File: config.mk
export PLATFORM = sky130hd
export DESIGN_NAME = data_mem_bridge_flat
export DESIGN_NICKNAME = d
export VERILOG_FILES = /design/src/rtl/mips_pkg.sv /design/src/rtl/data_mem_bridge_if.sv /design/src/rtl/data_mem_bridge_wait_counter.sv /design/src/rtl/data_mem_bridge.sv /design/src/flat_wrapper.sv
export SDC_FILE = /design/constraint.sdc
export NUM_CORES = 1
export LEC_CHECK = 0
export BUFFER_PORTS_ARGS = -buffer_cell sky130_fd_sc_hd__buf_2
export CAP_MARGIN = 20
export CORE_MARGIN = 2
export CORE_UTILIZATION = 50
export DETAILED_ROUTE_END_ITERATION = 7
export PLACE_DENSITY_LB_ADDON = 0.15
export REMOVE_ABC_BUFFERS = 1
export SYNTH_ARGS = -nofsm -noshare
export SYNTH_HDL_FRONTEND = slang
export SYNTH_SLANG_ARGS = --single-unit
File: constraint.sdc
create_clock -name clk -period 4.8 [get_ports clk]
set_input_delay 0.96 -clock clk [delete_from_list [all_inputs] [get_ports clk]]
set_output_delay 0.96 -clock clk [all_outputs]
set_load 0.01 [all_outputs]
File: src/rtl/mips_pkg.sv
// Shared types and constants for the CPU data-port to wait-state RAM bridge.
package mips_pkg;

    typedef enum logic [1:0] {
        IDLE,
        ISSUE,
        DONE
    } bridge_state_t;

    localparam logic [31:0] TIMEOUT_DATA    = 32'hFFFF_FFFF;
    localparam logic [1:0]  WORD_ALIGN_MASK = 2'b11;

endpackage

File: src/rtl/data_mem_bridge_if.sv
// Waitrequest-style data RAM bus between the bridge (master) and the RAM (slave).
interface data_mem_bridge_if;

    // Handshake: read/write, address and writedata are held stable while
    // waitrequest is high; a transfer completes in the cycle a strobe is high
    // and waitrequest is low, and readdata is valid only in that cycle.
    logic [31:0] address;
    logic        read;
    logic        write;
    logic [31:0] writedata;
    logic        waitrequest;
    logic [31:0] readdata;

    modport master (
        output address, read, write, writedata,
        input  waitrequest, readdata
    );

    modport slave (
        input  address, read, write, writedata,
        output waitrequest, readdata
    );

endinterface

File: src/rtl/data_mem_bridge_wait_counter.sv
// Saturating waitrequest counter with a terminal flag one short of the timeout.
module wait_counter #(
    parameter int CNT_W          = 8,
    parameter int TIMEOUT_CYCLES = 16
) (
    input  logic             clk,
    input  logic             reset,
    input  logic             clear,
    input  logic             enable,
    output logic [CNT_W-1:0] count,
    output logic             terminal
);

    always_ff @(posedge clk) begin
        if (reset || clear) begin
            count <= '0;
        end else if (enable && (count != {CNT_W{1'b1}})) begin
            count <= count + CNT_W'(1);
        end
    end

    assign terminal = (count == CNT_W'(TIMEOUT_CYCLES - 1));

endmodule

File: src/rtl/data_mem_bridge.sv
// Latches a CPU load/store, runs it on the waitrequest RAM bus and stalls the CPU
// until completion; the CPU's clk_enable is driven from !cpu_stall at the top level.
module data_mem_bridge
    import mips_pkg::*;
#(
    parameter int TIMEOUT_CYCLES = 16,
    parameter int CNT_W          = 8
) (
    input  logic                 clk,
    input  logic                 reset,
    input  logic [31:0]          cpu_address,
    input  logic                 cpu_read,
    input  logic                 cpu_write,
    input  logic [31:0]          cpu_writedata,
    output logic [31:0]          cpu_readdata,
    output logic                 cpu_stall,
    data_mem_bridge_if.master    mem,
    output logic                 err_flag,
    output logic [CNT_W-1:0]     last_wait_cycles,
    output bridge_state_t        state
);

    logic             op_valid;
    logic             aligned;
    logic             req_ok;
    logic             req_bad;
    logic             cnt_clear;
    logic             cnt_enable;
    logic [CNT_W-1:0] wait_count;
    logic             wait_terminal;

    assign op_valid = cpu_read ^ cpu_write;
    assign aligned  = (cpu_address[1:0] & WORD_ALIGN_MASK) == 2'b00;
    assign req_ok   = op_valid && aligned;
    // Any attempted op that is not a clean aligned single op is flagged, never issued.
    assign req_bad  = (cpu_read || cpu_write) && !req_ok;

    assign cnt_clear  = (state == IDLE);
    assign cnt_enable = (state == ISSUE) && mem.waitrequest;

    wait_counter #(
        .CNT_W          (CNT_W),
        .TIMEOUT_CYCLES (TIMEOUT_CYCLES)
    ) u_wait_counter (
        .clk      (clk),
        .reset    (reset),
        .clear    (cnt_clear),
        .enable   (cnt_enable),
        .count    (wait_count),
        .terminal (wait_terminal)
    );

    // Stall is combinational in IDLE so the CPU holds the instruction in the detect cycle.
    always_comb begin
        cpu_stall = 1'b0;
        if (!reset) begin
            case (state)
                IDLE:    cpu_stall = req_ok;
                ISSUE:   cpu_stall = 1'b1;
                default: cpu_stall = 1'b0;
            endcase
        end
    end

    always_ff @(posedge clk) begin
        if (reset) begin
            state            <= IDLE;
            mem.read         <= 1'b0;
            mem.write        <= 1'b0;
            mem.address      <= '0;
            mem.writedata    <= '0;
            cpu_readdata     <= '0;
            err_flag         <= 1'b0;
            last_wait_cycles <= '0;
        end else begin
            case (state)
                IDLE: begin
                    if (req_ok) begin
                        mem.address   <= {cpu_address[31:2], 2'b00};
                        mem.writedata <= cpu_writedata;
                        mem.read      <= cpu_read;
                        mem.write     <= cpu_write;
                        state         <= ISSUE;
                    end else if (req_bad) begin
                        err_flag     <= 1'b1;
                        cpu_readdata <= '0;
                    end
                end
                ISSUE: begin
                    if (!mem.waitrequest) begin
                        if (mem.read) begin
                            cpu_readdata <= mem.readdata;
                        end
                        mem.read         <= 1'b0;
                        mem.write        <= 1'b0;
                        last_wait_cycles <= wait_count;
                        state            <= DONE;
                    end else if (wait_terminal) begin
                        mem.read         <= 1'b0;
                        mem.write        <= 1'b0;
                        cpu_readdata     <= TIMEOUT_DATA;
                        err_flag         <= 1'b1;
                        last_wait_cycles <= CNT_W'(TIMEOUT_CYCLES);
                        state            <= DONE;
                    end
                end
                // The request still visible in DONE is the retiring instruction; ignore it.
                DONE:    state <= IDLE;
                default: state <= IDLE;
            endcase
        end
    end

endmodule

File: src/flat_wrapper.sv
// flat-port wrapper written by rule: the top's interface ports become plain ports
module data_mem_bridge_flat import mips_pkg::*;
#(
    parameter int TIMEOUT_CYCLES = 16,
    parameter int CNT_W          = 8
)
  (clk, reset, cpu_address, cpu_read, cpu_write, cpu_writedata, cpu_readdata, cpu_stall, err_flag, last_wait_cycles, state, mem_address, mem_read, mem_write, mem_writedata, mem_waitrequest, mem_readdata);
  data_mem_bridge_if mem_i ();
  input  logic clk;
  input  logic reset;
  input  logic [31:0] cpu_address;
  input  logic cpu_read;
  input  logic cpu_write;
  input  logic [31:0] cpu_writedata;
  output logic [31:0] cpu_readdata;
  output logic cpu_stall;
  output logic err_flag;
  output logic [CNT_W-1:0] last_wait_cycles;
  output bridge_state_t state;
  output wire logic [$bits(mem_i.address)-1:0] mem_address;
  output wire logic [$bits(mem_i.read)-1:0] mem_read;
  output wire logic [$bits(mem_i.write)-1:0] mem_write;
  output wire logic [$bits(mem_i.writedata)-1:0] mem_writedata;
  input wire logic [$bits(mem_i.waitrequest)-1:0] mem_waitrequest;
  input wire logic [$bits(mem_i.readdata)-1:0] mem_readdata;
  assign mem_address = mem_i.address;
  assign mem_read = mem_i.read;
  assign mem_write = mem_i.write;
  assign mem_writedata = mem_i.writedata;
  assign mem_i.waitrequest = mem_waitrequest;
  assign mem_i.readdata = mem_readdata;
  data_mem_bridge #(.TIMEOUT_CYCLES(TIMEOUT_CYCLES), .CNT_W(CNT_W)) u_core (.clk(clk), .reset(reset), .cpu_address(cpu_address), .cpu_read(cpu_read), .cpu_write(cpu_write), .cpu_writedata(cpu_writedata), .cpu_readdata(cpu_readdata), .cpu_stall(cpu_stall), .mem(mem_i), .err_flag(err_flag), .last_wait_cycles(last_wait_cycles), .state(state));
endmodule
After elaboration in Yosys (flattened, before gate mapping)
Cells that the tools add are included.
- register bits after elaboration: 115
- input port bits: 101
- logic and storage cells: 63
- add/sub/neg operators: 1
- equality and inequality tests: 11
- mux-type cells: 25
- bitwise gates (word level): 1
- reduce and logical (&&, ||, !) cells: 16
- operator list (cell ; count):
    32-bit two-way mux ; 5
    32-bit case mux with 2 select lines ; 1
    8-bit two-way mux ; 2
    5-bit AND reduction ; 2
    1-bit two-way mux ; 9
    8-bit by 1-bit adder with 8-bit output (second input constant) ; 1
    8-bit by 4-bit == test with 1-bit output (second input constant) ; 1
    8-bit inequality test (second input constant) ; 1
    1-bit case mux with 2 select lines ; 4
    2-bit two-way mux ; 3
    2-bit by 1-bit inequality test with 1-bit output (second input constant) ; 3
    2-bit inequality test (second input constant) ; 3
    2-bit AND reduction ; 3
    1-bit logical AND ; 4
    2-bit zero test ; 2
    2-bit case mux with 2 select lines ; 1
    3-bit by 2-bit inequality test with 1-bit output (second input constant) ; 1
    3-bit inequality test (second input constant) ; 1
    3-bit AND reduction ; 1
    2-bit by 1-bit == test with 1-bit output (second input constant) ; 1
    1-bit logical OR ; 2
    2-bit nonzero test ; 1
    1-bit zero test ; 1
    1-bit XOR ; 1

Longest topological paths before layout
Gate-level depths: netlist of the first run.
- word-level depth: 7
- depth in mapped cells: 8
- depth with buffers taken out: 6

Cells and area by module
A second synthesis of the first run with hierarchy kept.
- cells, all modules: 528
- area total of the unflattened synthesis: 4574.4 um^2
- modules (own cells, without submodules) (module ; times used ; cells an instance ; area each (um^2) ; sequential area each (um^2)):
    data_mem_bridge ; 1 ; 480 ; 4140.2 ; 2142.1
    wait_counter ; 1 ; 48 ; 434.2 ; 160.2

Least setup slack after synthesis of the first run
Ideal clock, no wire load.
- kind: input port to output port
- start: in cpu_read
- end: out cpu_stall
- arrival time: 2.065 ns
- data required time: 3.840 ns
- setup slack: 1.775 ns
- stages: 5
- path buffers: 0
- cell sequence: inv_1 -> ha_1 -> nor3b_1 -> or2_2 -> nor3b_1
- longest elaborated chain between the ends: 4
- ends and longest elaborated chain (what ; RTL line ; source):
    start, declared ; flat_wrapper.sv:12 ; input logic cpu_read;
    1-bit XOR ; data_mem_bridge.sv:32 ; assign op_valid = cpu_read ^ cpu_write;
    1-bit logical AND ; data_mem_bridge.sv:34 ; assign req_ok = op_valid && aligned;
    1-bit case mux with 2 select lines ; data_mem_bridge.sv:57 ; case (state)
    1-bit two-way mux ; data_mem_bridge.sv:56 ; if (!reset) begin
    end, declared ; flat_wrapper.sv:16 ; output logic cpu_stall;
Every way passes these cells.

Worst setup path in the final report of the first run
Ends and elaborated chain as after synthesis.

==> impl_metrics.toml, run 1 <==
[outcome]
status = "finished, final reports clean"

[setup_path]
critical_path_arrival_ns = 2.36
r2r-start = "u_core.u_wait_counter.count[0]"
critical_path_class = "in2out"
cp_slowest_cell = "nor3b_1"
end_kind = "primary output"
cpLargestDelayFamily = "simple AND/OR/NAND/NOR gates"
reg2reg_depth = 5
cp.required_ns = 3.84
path_max_fanout = 5
worst-path-buf-inv = 3
cp_cell_sequence = "buf_2, inv_1, ha_1, nor3b_1, or2_2, nor3b_1, buf_2"
cp_slowest_stage_delay_ns = 0.45
reg2reg_setup_slack_ns = 2.59
r2r_end = "u_core.cpu_readdata[1]"
start_kind = "input pin"

[sta]
hold_viol = 0
final_max_slew_viol_count = 0
setup_viol = 0
rsz0062_at_grt = "no"
setup_tns_ns = 0
maxSlewHeadroom_pct = 36.6
fin_skew_ns = 0.00852
timing.final.crit_share_pct = 69.2
max_slew.worst_pin.slew_ns = 0.947
fmax_mhz = 301
fin_ws_ns = 1.48
fin_crit_ns = 3.32

[routing]
firstDrtPassIters = 4
first_iter_violations = 111
vias_per_cell = 5.04
drc = 0
antenna_left = 0
wl_mm = 10.7
num_vias = 4030
wl_per_cell_um = 13.4

[yosys]
yosys_warnings = 0
yosys.cell_count.top_type = "nand2_1"
synth-simple-area-share_pct = 19.1
synthAdderAreaFrac_pct = 0.569
synth_flop_cell = "dfxtp_1"
synthCells = 483
synth_commonest_cells = "nand2_1 (129), dfxtp_1 (115), a21oi_1 (70)"
synth_top_cell_area_share_pct = 52.4
synthArstFlopShare_pct = 0
netlist_area_um2 = 4400
ys_ff_latch = 115
synth-edff-count = 0
synth_area_leader_cell = "dfxtp_1"
synth_compound_area_share_pct = 22.6
ys_seq_area_share_pct = 52.4
avgSynthCellArea_um2 = 9.10
muxShareOfSynthArea_pct = 0
synthDistinctLibCells = 42
synth_top_family_by_area = "compound AO/OA/AOI/OAI gates"
synth_xor_area_share_pct = 0.598
synth.area.top_cells = "dfxtp_1 (52%), nand2_1 (11%), o2bb2ai_2 (10%)"

[clocking]
cts.sinks = 115
clk-insertion-delay-late_ns = 0.49
cts-root-buf = "clkbuf_8"
clk_pin_slew_ns = 0.05
cts-buffers-inserted = 17
htree_levels = 4
cts_resized = 0
holdBufCountCts = 0
clk_path_buf_depth = 2
cts_tree = "yes"
cts_setup_buffers = 0

[floorplan]
coreArea_um2 = 8640
initial_utilization_pct = 50.9
fp.dieH_um = 97.8
chipWidth_um = 97.8
std_cell_rows = 34
die_area_um2 = 9560
io_pins = 211

[power]
pwr-share-seq_pct = 42.5
p_int_uw = 1800
ir_worst_vdd_mv = 0.225
p_leak_uw = 0.00275
p_switching_uw = 524
p_comb_share_pct = 7.7
switching_share_pct = 22.5
power.share.clock_pct = 49.8
p_per_area_nw_per_um2 = 388

[global_routing]
grt_use_total_pct = 21.7
grt-ovfl-total = 0
grt_pass1_vias = 3643
grt_pass1_wl_mm = 17.0
antenna_found_initial = 0
grt_max_degree = 65

[worst_hold_path]
whs_path_depth = 2
worstHoldPathType = "reg2reg"
min_from = "u_core.mem.writedata[6]"
holdPathEnd = "u_core.mem.writedata[6]"

[place]
finalWeightedCongestion = 0.788
dp_slack_ns = 1.48
post-dp-hpwl_mm = 7.45
port_buffers = 208

[run]
drv_cap = 0

[layout]
nNetsFinal = 784
drive_above_1_share_pct = 40.5
area_delta_synth_final_pct = 36.6
antenna_cells = 0
[worst reg2reg max path, delay by kind of cell (launching register included)]
| kind | cells | cell delay, ns |
|---|---|---|
| adders and majority gates | 1 | 0.22 |
| and+or+nand+nor | 2 | 0.83 |
| AOI/OAI and AO/OA | 2 | 0.68 |
| DFF | 1 | 0.39 |
[cell type report]
class	instances	area, um2
tap	108	135
fill	696	2630
clock buffer	19	442
sequential	115	2300
clock inverter	10	111
timing repair buffer	212	1100
inverter	5	18.8
multi-input combinational	330	1900
[routing by layer]
layer,wire length (um),GRT usage [%],up-vias
li1,-,-,2032
met1,4540,26.2,1828
met2,5170,36.2,153
met3,810,7.02,17
met5,0,0,-
met4,188,8.55,0
[placed cells by master, fill, tap and decap left out, types with 3 or more instances in the layout]
cell type,instances
buf_2,208
nand2_1,128
dfxtp_1,115
a21oi_1,70
nor2_1,40
o2bb2ai_2,30
clkbuf_16,16
a22o_1,9
inv_1,5
nor3_1,4
o21ai_0,4
clkinv_2,4
nor3b_1,3
nand2b_1,3
nand3_1,3
clkbuf_8,3
clkinvlp_4,3
[cells by family after synthesis]
| kind of cell | after synthesis |
|---|---|
| other cells | 1 |
| fa+ha+maj | 2 |
| buf+inv | 39 |
| simple gates | 198 |
| compound gates | 125 |
| flops | 115 |
| xor+xnor | 3 |
[stage by stage]
| step | power [uW] | utilization (%) | cells | area, um2 | hold slack (ns) |
|---|---|---|---|---|---|
| after floorplan | 1090 | - | 450 | 4210 | 0.467 |
| final | 2330 | 69.5 | 799 | 6010 | 0.450 |
| after global routing | 2420 | 69.5 | 799 | 6010 | 0.469 |
| after global placement | 1180 | 62.7 | 768 | 5410 | 0.439 |
| after CTS | 2350 | 69.1 | 797 | 5970 | 0.452 |
| after detailed placement | 1180 | 62.7 | 768 | 5410 | 0.445 |
[flip-flops by register name (all words and copies together) (netlist names)]
register                     count
u_core.mem.read                  1
u_core.last_wait_cycles          8
u_core.cpu_readdata             32
u_core.mem.address              30
u_core.mem.write                 1
u_core.err_flag                  1
u_core.mem.writedata            32
u_core.u_wait_counter.count      8
u_core.state                     2
[worst max-delay path by stage]
stage               startpoint                      end  slack [ns]  cells past startpoint
detailed placement    cpu_read                cpu_stall        1.48                      7
finish                cpu_read                cpu_stall        1.48                      7
global placement      cpu_read                cpu_stall        1.58                      7
floorplan             cpu_read  u_core.cpu_readdata[31]        1.13                      6
CTS                   cpu_read                cpu_stall        1.48                      7
global route          cpu_read                cpu_stall        1.25                      7
[power by group through the flow]
stage / combinational, uW / clock [uW] / sequential (uW)
3_3_place_gp: 172 / 0 / 1010
3_5_place_dp: 175 / 0 / 1010
5_1_grt: 197 / 1230 / 992
6_report: 178 / 1160 / 990
2_1_floorplan: 66.9 / 0 / 1020
4_1_cts: 176 / 1180 / 990
(Power assumes the default switching activity.)
==> run 2: changes to the inputs <==
CORE_UTILIZATION = 42   (was 50)
clock period = 3 ns   (was 4.8 ns; I/O delays follow)
==> run 2 against run 1 <==
Compared with the run above:
- total power rose by 74%
- routed wire length grew 7.3%
- die area is 18% higher
- largest cell class unchanged
==> impl_metrics.toml, run 2 (synthesis results as in run 1) <==
[floorplan]
die_area_um2 = 11300
initial_utilization_pct = 43.0
io_pins = 211
coreArea_um2 = 10200
std_cell_rows = 37
fp.dieH_um = 106
chipWidth_um = 106

[global_routing]
antenna_found_initial = 0
grt-ovfl-total = 0
grt_pass1_wl_mm = 18.2
grt_max_degree = 64
grt_pass1_vias = 3726
grt_use_total_pct = 20.1

[place]
place_area_um2 = 5540
port_buffers = 208
finalWeightedCongestion = 0.766
post-dp-hpwl_mm = 8.07

[layout]
largestRegisters = "u_core.cpu_readdata (32), u_core.mem.writedata (32), u_core.mem.address (30)"
antenna_cells = 0
final_common_cell = "buf_2"
design_area_um2 = 6180
nNetsFinal = 788
area_delta_synth_final_pct = 40.7
drive_above_1_share_pct = 40.8
num-fill-cells = 936
mostFrequentLayoutCells = "buf_2 (208), nand2_1 (128), dfxtp_1 (115), a21oi_1 (70), nor2_1 (40)"

[clocking]
clk-insertion-delay-late_ns = 0.50
htree_levels = 4
cts_tree = "yes"
holdBufCountCts = 0
cts-root-buf = "clkbuf_8"
clk_path_buf_depth = 2
cts.sinks = 115
cts_resized = 0
cts-buffers-inserted = 17
clk_pin_slew_ns = 0.06
cts_setup_buffers = 0

[routing]
firstDrtPassIters = 4
vias_per_cell = 4.89
drc = 0
wl_mm = 11.5
antenna_left = 0
num_vias = 4078
wl_per_cell_um = 13.8
first_iter_violations = 240

[setup_path]
path_max_fanout = 5
r2r_end = "u_core.cpu_readdata[5]"
reg2reg_setup_slack_ns = 1.07
worstSetupPathDepth = 8
critical_path_class = "in2out"
cp.required_ns = 2.40
critical_path_arrival_ns = 1.84
cp_slowest_stage_delay_ns = 0.28
cp-startpoint = "cpu_read"
cp_slowest_cell = "or2_2"
start_kind = "input pin"
cp_cell_sequence = "buf_2, inv_1, ha_1, nor3b_1, buf_4, or2_2, nor3b_1, buf_2"
r2r-start = "u_core.u_wait_counter.count[4]"
worst-path-buf-inv = 4
endpoint = "cpu_stall"
end_kind = "primary output"
reg2reg_depth = 5
cpLargestDelayFamily = "simple AND/OR/NAND/NOR gates"

[sta]
fmax_mhz = 409
max_slew.worst_pin.slew_ns = 0.786
hold_viol = 0
holdWs_ns = 0.330
rsz0062_at_grt = "no"
setup_viol = 0
maxSlewHeadroom_pct = 47.2
fin_skew_ns = 0.00479
timing.final.crit_share_pct = 81.5
fin_crit_ns = 2.44
final_max_slew_viol_count = 0

[power]
ir_worst_vdd_mv = 0.306
p_leak_uw = 0.00282
p_per_area_nw_per_um2 = 654
power_uw = 4040

[worst_hold_path]
worstHoldPathType = "in2reg"

[run]
drv_cap = 0

[outcome]
status = "finished, final reports clean"
==> run 2: layout make-up <==
type	instances	area [um2]	area share [%]
sequential	115	2300	37.2
multi-input combinational	330	1900	30.7
timing repair buffer	216	1150	18.6
clock buffer	22	463	7.49
clock inverter	10	178	2.87
tap	136	170	2.75
inverter	5	18.8	0.304
==> run 2: tightest hold or removal path, delay by kind of cell <==
kind | cells | cell delay (ns)
and+or+nand+nor | 1 | 0.04
buffers and inverters | 1 | 0.07
AOI/OAI and AO/OA | 1 | 0.09
==> run 2: how the worst min path moves through the flow <==
stage,from,end,slack (ns),cells after the start
after global routing,mem_readdata[19],u_core.cpu_readdata[19],0.31,3
after CTS,mem_readdata[27],u_core.cpu_readdata[27],0.30,3
final,mem_readdata[27],u_core.cpu_readdata[27],0.33,3
after detailed placement,u_core.mem.address[3],u_core.mem.address[3],0.44,2
after global placement,u_core.mem.address[26],u_core.mem.address[26],0.44,2
after floorplan,u_core.u_wait_counter.count[1],u_core.u_wait_counter.count[1],0.47,2
==> run 2: through the flow <==
step / setup WS [ns] / cells / setup TNS (ns) / util [%]
final: 0.556 / 834 / 0 / 60.4
after global routing: 0.485 / 834 / 0 / 60.4
after CTS: 0.538 / 834 / 0 / 60.4
after detailed placement: 0.543 / 802 / 0 / 54.2
after global placement: 0.558 / 802 / 0 / 54.2
after floorplan: -0.308 / 450 / -7.74 / -
==> run 2: metal layers <==
layer / GRT usage, % / vias to the layer above / part of all wire (%)
met3: 7.79 / 11 / 9.3
met5: 0 / - / 0
met1: 25.8 / 1871 / 43
met2: 30.9 / 150 / 46
met4: 6.86 / 0 / 0.99
li1: - / 2046 / -
==> run 2: where the power goes <==
| group | leakage (uW) | switching [uW] | internal [uW] |
|---|---|---|---|
| clock | 0.000315 | 670 | 1490 |
| sequential | 0.000931 | 18.5 | 1570 |
| combinational | 0.00158 | 170 | 125 |
| total | 0.00282 | 858 | 3180 |
==> run 3: changes to the inputs <==
CORE_UTILIZATION = 46   (was 42)
clock period = 2.55 ns   (was 3 ns; I/O delays follow)
==> run 3 against run 2 <==
Compared with the run above:
- clock skew rose by 0.0068 ns
- via count fell by 0.76%
- clock power rose by 9%
- combinational power rose by 15%
- non-clock buffer count rose by 1
- count of clock-buffer cells in the layout rose by 1
- global-route usage rose by 1.3 points
- final cell count fell by 0.72%
- total power rose by 13%
- critical path type unchanged
==> impl_metrics.toml, run 3 (synthesis results as in run 1) <==
[outcome]
status = "finished, final reports clean"

[setup_path]
critical_path_class = "in2out"
start_kind = "input pin"
path_max_fanout = 2
critical_path_arrival_ns = 1.63
cp.required_ns = 2.04
end_kind = "primary output"

[clocking]
holdBufCountCts = 0
htree_levels = 4
cts.sinks = 115
cts_tree = "yes"
cts-root-buf = "clkbuf_8"
clk_path_buf_depth = 2
cts_resized = 0
cts_setup_buffers = 0
clk-insertion-delay-late_ns = 0.50
cts-buffers-inserted = 17
clk_pin_slew_ns = 0.05

[power]
p_leak_uw = 0.00280
switching_share_pct = 22.2
pwr-share-seq_pct = 40.9
power.share.clock_pct = 51.6
p_int_uw = 3550
ir_worst_vdd_mv = 0.511
p_per_area_nw_per_um2 = 746
p_switching_uw = 1010
p_comb_share_pct = 7.5

[layout]
utilization_pct = 66.1
drive_above_1_share_pct = 40.8
nNetsFinal = 789
final_common_cell = "buf_2"
layout.cells.non_filler = 828
antenna_cells = 0
largestRegisters = "u_core.cpu_readdata (32), u_core.mem.writedata (32), u_core.mem.address (30)"
mostFrequentLayoutCells = "buf_2 (208), nand2_1 (128), dfxtp_1 (115), a21oi_1 (70), nor2_1 (40)"
area_delta_synth_final_pct = 39.0
num-fill-cells = 791

[sta]
fin_ws_ns = 0.411
maxSlewHeadroom_pct = 62.4
rsz0062_at_grt = "no"
fmax_mhz = 468
max_slew.worst_pin.slew_ns = 0.564
hold_viol = 0
fin_crit_ns = 2.14
final_max_slew_viol_count = 0
timing.final.crit_share_pct = 83.9
setup_viol = 0
setup_tns_ns = 0
fin_skew_ns = 0.0116

[worst_hold_path]
worstHoldPathType = "in2reg"

[place]
port_buffers = 208
dp_slack_ns = 0.259
placed_cells = 796
finalWeightedCongestion = 0.764
post-dp-hpwl_mm = 7.94

[routing]
drc = 0
vias_per_cell = 4.89
antenna_left = 0
num_vias = 4047
first_iter_violations = 69
wl_per_cell_um = 13.6
wl_mm = 11.3
firstDrtPassIters = 5

[global_routing]
grt-ovfl-total = 0
grt_pass1_vias = 3679
grt_pass1_wl_mm = 17.4
grt_use_total_pct = 21.4
antenna_found_initial = 0
grt_max_degree = 63

[floorplan]
chipWidth_um = 102
fp.dieH_um = 102
io_pins = 211
std_cell_rows = 35
die_area_um2 = 10400
coreArea_um2 = 9240
initial_utilization_pct = 47.6

[run]
drv_cap = 0
[run 3: worst max-delay path, stage by stage]
cell     delay [ns]
buf_2          0.09
inv_1          0.04
ha_1           0.26
nor3b_1        0.15
or2_2          0.28
nor3b_1        0.14
buf_2          0.16
[run 3: power by group through the flow]
| stage | Sequential, uW | Combinational [uW] | Clock [uW] |
|---|---|---|---|
| after floorplan | 1920 | 126 | 0 |
| after global placement | 1900 | 337 | 0 |
| after detailed placement | 1900 | 341 | 0 |
| after CTS | 1860 | 343 | 2390 |
| after global routing | 1870 | 378 | 2490 |
| final | 1860 | 340 | 2350 |
[run 3: routing by layer]
metal  up-vias  GRT usage (%)  routed length (um)
met3        11           8.90                1040
li1       2048              -                   -
met2       149           35.9                5550
met1      1839           24.7                4580
met5         -              0                   0
met4         0           7.38                 102
[run 3: final timing paths]
| path | from | endpoint | slack (ns) | depth (start not counted) |
|---|---|---|---|---|
| max reg2reg | u_core.u_wait_counter.count[0] | u_core.cpu_readdata[9] | 0.67 | 6 |
| min reg2reg | u_core.mem.address[31] | u_core.mem.address[31] | 0.45 | 2 |
| min | cpu_address[18] | u_core.mem.address[18] | 0.25 | 3 |
| max | cpu_read | cpu_stall | 0.41 | 7 |
[run 3: layout make-up]
type	count	area, um2	area share, %
Sequential cell	115	2300	37.7
Multi-Input combinational cell	330	1900	31.1
Timing Repair Buffer	217	1130	18.6
Clock buffer	23	467	7.64
Tap cell	129	161	2.64
Clock inverter	9	126	2.07
Inverter	5	18.8	0.307
[run 3: through the flow]
stage / instance area [um2] / total power, uW / hold slack, ns
2_1_floorplan: 4210 / 2050 / 0.467
3_3_place_gp: 5520 / 2240 / 0.439
3_5_place_dp: 5520 / 2240 / 0.443
4_1_cts: 6110 / 4600 / 0.219
5_1_grt: 6110 / 4730 / 0.223
6_report: 6110 / 4560 / 0.248
